===== src/rtl/updown_counter_param_pkg.sv =====
// Shared encodings for the parametrised up/down counter: terminal-count modes and FSM states.
package updown_counter_param_pkg;

  typedef enum logic [1:0] {
    MODE_WRAP    = 2'b00,
    MODE_SAT     = 2'b01,
    MODE_ONESHOT = 2'b10,
    MODE_RSVD    = 2'b11
  } mode_e;

  typedef enum logic {
    ST_RUN  = 1'b0,
    ST_HALT = 1'b1
  } state_e;

endpackage


===== src/rtl/updown_counter_param.sv =====
// Up/down counter with programmable modulus, parallel load, synchronous clear
// and wrap / saturate / one-shot terminal handling. All outputs registered.
module updown_counter_param
  import updown_counter_param_pkg::*;
#(
  parameter int unsigned WIDTH     = 4,
  parameter int unsigned MAX_VAL   = 2**WIDTH - 1,
  parameter int unsigned RESET_VAL = 0
) (
  input  logic             clk,
  input  logic             reset,
  input  logic             en,
  input  logic             up_down,
  input  logic             clr,
  input  logic             load,
  input  logic [WIDTH-1:0] load_val,
  input  logic [1:0]       mode,
  output logic [WIDTH-1:0] cnt_out,
  output logic             tc,
  output logic             halted,
  output logic             load_err
);

  if ((MAX_VAL < 1) || (longint'(MAX_VAL) > ((longint'(1) << WIDTH) - 1))) begin : g_bad_max
    $error("updown_counter_param: MAX_VAL out of range for WIDTH");
  end
  if (RESET_VAL > MAX_VAL) begin : g_bad_rst
    $error("updown_counter_param: RESET_VAL exceeds MAX_VAL");
  end

  localparam logic [WIDTH-1:0] MAX_W = WIDTH'(MAX_VAL);
  localparam logic [WIDTH-1:0] RST_W = WIDTH'(RESET_VAL);

  state_e           state;
  mode_e            mode_q;
  logic             at_term;
  logic [WIDTH-1:0] step_val;
  logic [WIDTH-1:0] wrap_val;

  assign mode_q = mode_e'(mode);

  // Wrap is modulo MAX_VAL+1, so the terminal values are swapped explicitly
  // instead of relying on natural 2**WIDTH overflow.
  always_comb begin
    at_term  = 1'b0;
    step_val = cnt_out;
    wrap_val = cnt_out;
    if (up_down) begin
      at_term  = (cnt_out == MAX_W);
      step_val = cnt_out + 1'b1;
      wrap_val = '0;
    end else begin
      at_term  = (cnt_out == '0);
      step_val = cnt_out - 1'b1;
      wrap_val = MAX_W;
    end
  end

  always_ff @(posedge clk or negedge reset) begin
    if (!reset) begin
      cnt_out  <= RST_W;
      tc       <= 1'b0;
      halted   <= 1'b0;
      load_err <= 1'b0;
      state    <= ST_RUN;
    end else begin
      tc       <= 1'b0;
      load_err <= 1'b0;
      if (clr) begin
        cnt_out <= '0;
        state   <= ST_RUN;
        halted  <= 1'b0;
      end else if (load) begin
        if (load_val > MAX_W) begin
          cnt_out  <= MAX_W;
          load_err <= 1'b1;
        end else begin
          cnt_out <= load_val;
        end
        state  <= ST_RUN;
        halted <= 1'b0;
      end else if (en && (state == ST_RUN)) begin
        if (at_term) begin
          tc <= 1'b1;
          case (mode_q)
            MODE_SAT: cnt_out <= cnt_out;
            MODE_ONESHOT: begin
              state  <= ST_HALT;
              halted <= 1'b1;
            end
            default: cnt_out <= wrap_val;
          endcase
        end else begin
          cnt_out <= step_val;
        end
      end
    end
  end

endmodule


===== config.mk =====
export PLATFORM = sky130hd
export DESIGN_NAME = updown_counter_param
export DESIGN_NICKNAME = d
export VERILOG_FILES = /design/src/rtl/updown_counter_param_pkg.sv /design/src/rtl/updown_counter_param.sv
export SDC_FILE = /design/constraint.sdc
export NUM_CORES = 1
export LEC_CHECK = 0
export CAP_MARGIN = 0
export CORE_MARGIN = 3
export CORE_UTILIZATION = 35
export DETAILED_ROUTE_END_ITERATION = 7
export HOLD_SLACK_MARGIN = 0.02
export PLACE_DENSITY = 0.65
export SYNTH_ARGS = -nofsm -noshare
export SYNTH_HDL_FRONTEND = slang
export SYNTH_SLANG_ARGS = --single-unit

===== constraint.sdc =====
create_clock -name clk -period 1.8 [get_ports clk]
set_input_delay 0.45 -clock clk [delete_from_list [all_inputs] [get_ports clk]]
set_output_delay 0.45 -clock clk [all_outputs]
set_load 0.05 [all_outputs]

Yosys cells after proc, flatten, opt, wreduce, memory -nomap -nowiden

Cells that the tools add are included.

Bitwise gates (word level): 1
Reductions and logical operators: 8
Muxes and demuxes: 21
Multipliers: 0
Add/subtract/negate cells: 2
Divide/modulo/power cells: 0
$lt $le $gt $ge: 1
Shifts and indexed selects: 0
Eq/ne operators: 4

Operators with widths:

| kind                  | count |
|---|---|
| $mux W4               | 8 |
| $mux W1               | 13 |
| $reduce_bool A3 Y1    | 3 |
| $add A4 B1 Y4 const B | 1 |
| $eq A4 B4 Y1 const B  | 1 |
| $gt A4 B4 Y1 const B  | 1 |
| $logic_not A4 Y1      | 1 |
| $ne A4 B4 Y1 const B  | 1 |
| $sub A4 B1 Y4 const B | 1 |
| $reduce_and A3 Y1     | 1 |
| $eq A2 B1 Y1 const B  | 1 |
| $eq A2 B2 Y1 const B  | 1 |
| $reduce_and A2 Y1     | 1 |
| $reduce_or A2 Y1      | 1 |
| $logic_and A1 B1 Y1   | 1 |
| $not A1 Y1            | 1 |

Memories kept: 0
Input port bits: 12
Register bits after elaboration: 7
Output and inout bits: 7
Bits in read-only memories: 0
Bits in writable memories: 0
Logic and storage cells: 41
Bits in latches: 0

Longest topological paths before layout

Depth after elaboration: 7
Mapped depth: 6

Worst setup path before layout

No wires, ideal clock.

Path kind: flip-flop to flip-flop
From: register cnt_out[2]
To: register cnt_out[3]
Setup slack: -36 ps
Setup time: 104 ps
Arrival: 1733 ps
Period minus slack after synthesis: 1836 ps
Stages on the path, launching flop included: 6
Cells stage by stage: dfrtp_1 -> ha_1 -> a21oi_1 -> a21oi_1 -> o211a_1 -> o41ai_2

Longest elaborated chain between the ends: 6
Elaborated cells on any way between the ends: 12
Those cells by class: add/sub (2); eq/ne (2); mux (6); reduce/logical (2)

Ends and longest elaborated chain:

| element                                   | RTL line                   | text |
|---|---|---|
| start: declaration                        | updown_counter_param.sv:18 | `output logic [WIDTH-1:0] cnt_out,` |
| start signal: assignment                  | updown_counter_param.sv:78 | `cnt_out <= load_val;` |
| start signal: assignment                  | updown_counter_param.sv:86 | `MODE_SAT: cnt_out <= cnt_out;` |
| start signal: assignment                  | updown_counter_param.sv:91 | `default: cnt_out <= wrap_val;` |
| $sub A4 B1 Y4 (tied with other cells)     | updown_counter_param.sv:54 | `step_val = cnt_out - 1'b1;` |
| $mux W4 / $mux W1 (equally long branches) | updown_counter_param.sv:48 | `if (up_down) begin` |
| $mux W4                                   | updown_counter_param.sv:83 | `if (at_term) begin` |
| $mux W4                                   | updown_counter_param.sv:82 | `end else if (en && (state == ST_RUN)) begin` |
| $mux W4                                   | updown_counter_param.sv:73 | `end else if (load) begin` |
| $mux W4                                   | updown_counter_param.sv:69 | `if (clr) begin` |

Parallel ways exist; a longest one is shown, timed or not. The select of a mux whose other input is x is not followed.
A chain may end at the register's enable or synchronous reset.

Worst setup path after layout

From: register cnt_out[0]
To: register cnt_out[1]

The elaborated chain is that of the path after synthesis.

==> reports/qor.yml <==
cts_buffer_depth: 2
dp_cells: 94
insertion_delay_ns: 0.24
synth_ff_type: "dfrtp_1"
wl_per_cell_um: 13.45
htreeDepth: 1
synth_cell_types: 29
port-buffer-count: 17
cts_buffers: 3
ff_latch_area_um2: 152.6
antenna_found_initial: 0
clock_skew_ns: 0.008115
globalplace.congestion: 0.8237
hold_path.class: "input pin to async pin"
crit_path_cell_trace: "or3_4, o311ai_4, o21a_1, o31ai_1"
fin_cells: 99
drt_iter0_drc: 16
slew_violations: 0
io_pins: 19
floorplan.initialDensity: 0.3855
ys_seq_area_frac: 0.2885
powerDensity_nw_per_um2: 659.9
finalCritPeriodShare: 0.9392
synth_fp_nets: 70
fin_crit_ns: 1.691
layout_commonest_cell: "buf_4"
post_dp_cell_area_um2: 757.0
end_kind: "flop"
die_area_um2: 1986
path_clk_slew_ns: 0.05
p_leak_nw: 0.3796
areaGrowthSynthToFinish_pct: 56.97
critical_path_arrival_ns: 1.80
nets: 101
cts_tree: "done"
drive_gt1_frac: 0.3929
row_count: 13
stdcell_area_um2: 817.0
dr.pass1.iters: 4
async_reset_ff_frac: 1.000
overflow: 0
syn_area_um2: 520.5
dpl.hpwl_mm: 1.082
crit_path_top_delay_cell: "dfrtp_2"
max_stage_delay_ns: 0.44
synth_seq_cells: 6
grt_pass1_vias: 529
path_max_fanout: 6
grt_max_degree: 7
outcome: "completed"
ys_warn_count: 0
coreArea_um2: 1350
cp.required_ns: 1.91
clock-sinks: 6
vdd.ir_drop.worst_mv: 0.2524
drt-total-wl_mm: 1.332
die_h_um: 44.57
via_count: 528
synth_edf_count: 0
multiInputGateArea_um2: 370.4
drv_cap: 0
vias_per_cell: 5.333
avgSynthCellArea_um2: 9.639
final_cell_mix: "buf_4 (16), clkdlybuf4s50_1 (8), inv_1 (4), dfrtp_1 (4)"
worstSetupPathType: "flop to flop"
drc: 0
antenna_left: 0
setup_viol: 0
diodes: 0
die_w_um: 44.57
hold_viol_final: 0
rsz0062_at_grt: "false"
grt_pass1_wl_mm: 2.235
grtUsageTotal: 0.1517
syn_inst: 54
cts_root_buf: "clkbuf_4"
fmax_mhz: 591.5
n_fill_cell: 126
startpoint_type: "flop"
[worst max-delay path: cells and delay by family (launching register included)]
kind / cells / cell delay (ns)
AO/OA/AOI/OAI: 3 / 0.69
AND/OR/NAND/NOR: 1 / 0.43
flip-flops: 1 / 0.44
[power by group]
part           internal [W]  leakage, nW  switching [W]
sequential         0.000147       0.0767      0.0000148
clock             0.0000839       0.0150      0.0000473
combinational      0.000113        0.288       0.000133
[registers in the layout, summed over array words and instances (netlist names)]
| register | count |
|---|---|
| cnt_out | 4 |
| state | 1 |
| tc | 1 |
[worst paths after layout]
check | start | end | slack [ns] | depth (start not counted)
setup / recovery | cnt_out[0]$_DFFE_PN0P_ | cnt_out[1]$_DFFE_PN0P_ | 0.11 | 4
hold / removal | reset | cnt_out[3]$_DFFE_PN0P_ | 0.44 | 1
setup reg to reg | cnt_out[0]$_DFFE_PN0P_ | cnt_out[1]$_DFFE_PN0P_ | 0.11 | 4
hold reg to reg | state$_DFFE_PN0P_ | state$_DFFE_PN0P_ | 0.56 | 1
max in group asynchronous | reset | cnt_out[2]$_DFFE_PN0P_ | 1.14 | 1
min in group clk | state$_DFFE_PN0P_ | state$_DFFE_PN0P_ | 0.56 | 1
[synthesized netlist by cell type (3+ instances only)]
master,instances,area share
a21oi_1,3,0.029
ha_1,3,0.072
o211ai_1,3,0.043
nand3_1,3,0.029
inv_1,6,0.043
dfrtp_1,6,0.29
[final cells by class]
class,count,area share
multi-input cells,41,0.4533
inverters,6,0.02757
flip-flops and latches,6,0.1868
well taps,15,0.02297
repair buffers,27,0.2772
clock buffers,4,0.03216
[kinds of logic after synthesis]
kind of cell | after synthesis | share of synthesized area
buf+inv | 7 | 0.05769
compound gates | 19 | 0.3149
fa+ha+maj | 4 | 0.1106
other cells | 1 | 0.007205
flops | 6 | 0.2885
xor+xnor | 2 | 0.03366
mux | 1 | 0.01923
simple gates | 14 | 0.1683
[routing by layer]
metal | routed length, µm | part of all wire | GRT usage
met5 | 0 | 0 | 0
met4 | 8 | 0.0060 | 0.07229
met3 | 101 | 0.076 | 0.01626
met2 | 579 | 0.43 | 0.2378
met1 | 642 | 0.48 | 0.2049
[per-stage QoR]
stage	total power, W	hold WS [ns]	util	setup slack [ns]	setup TNS (ns)
global placement	0.0003949	0.5301	0.5607	-0.3942	-1.692
CTS	0.0005370	0.4324	0.5968	0.02858	0
finish	0.0005392	0.4405	0.6052	0.1094	0
detailed placement	0.0003980	0.5673	0.5607	-0.4954	-1.813
global route	0.0005702	0.4575	0.6052	0.05015	0
floorplan	0.0002974	0.1544	-	0.06815	0
[repair_timing]
| item | in CTS | in global routing |
|---|---|---|
| hold buffers | 0 | 0 |
| pin swaps | 3 | 3 |
| buffers inserted | 1 | 0 |
| cloned | 0 | 0 |
| setup endpoints to repair | 4 | 3 |
| gates resized for setup | 6 | 5 |
Power figures use the tool's default switching activity.
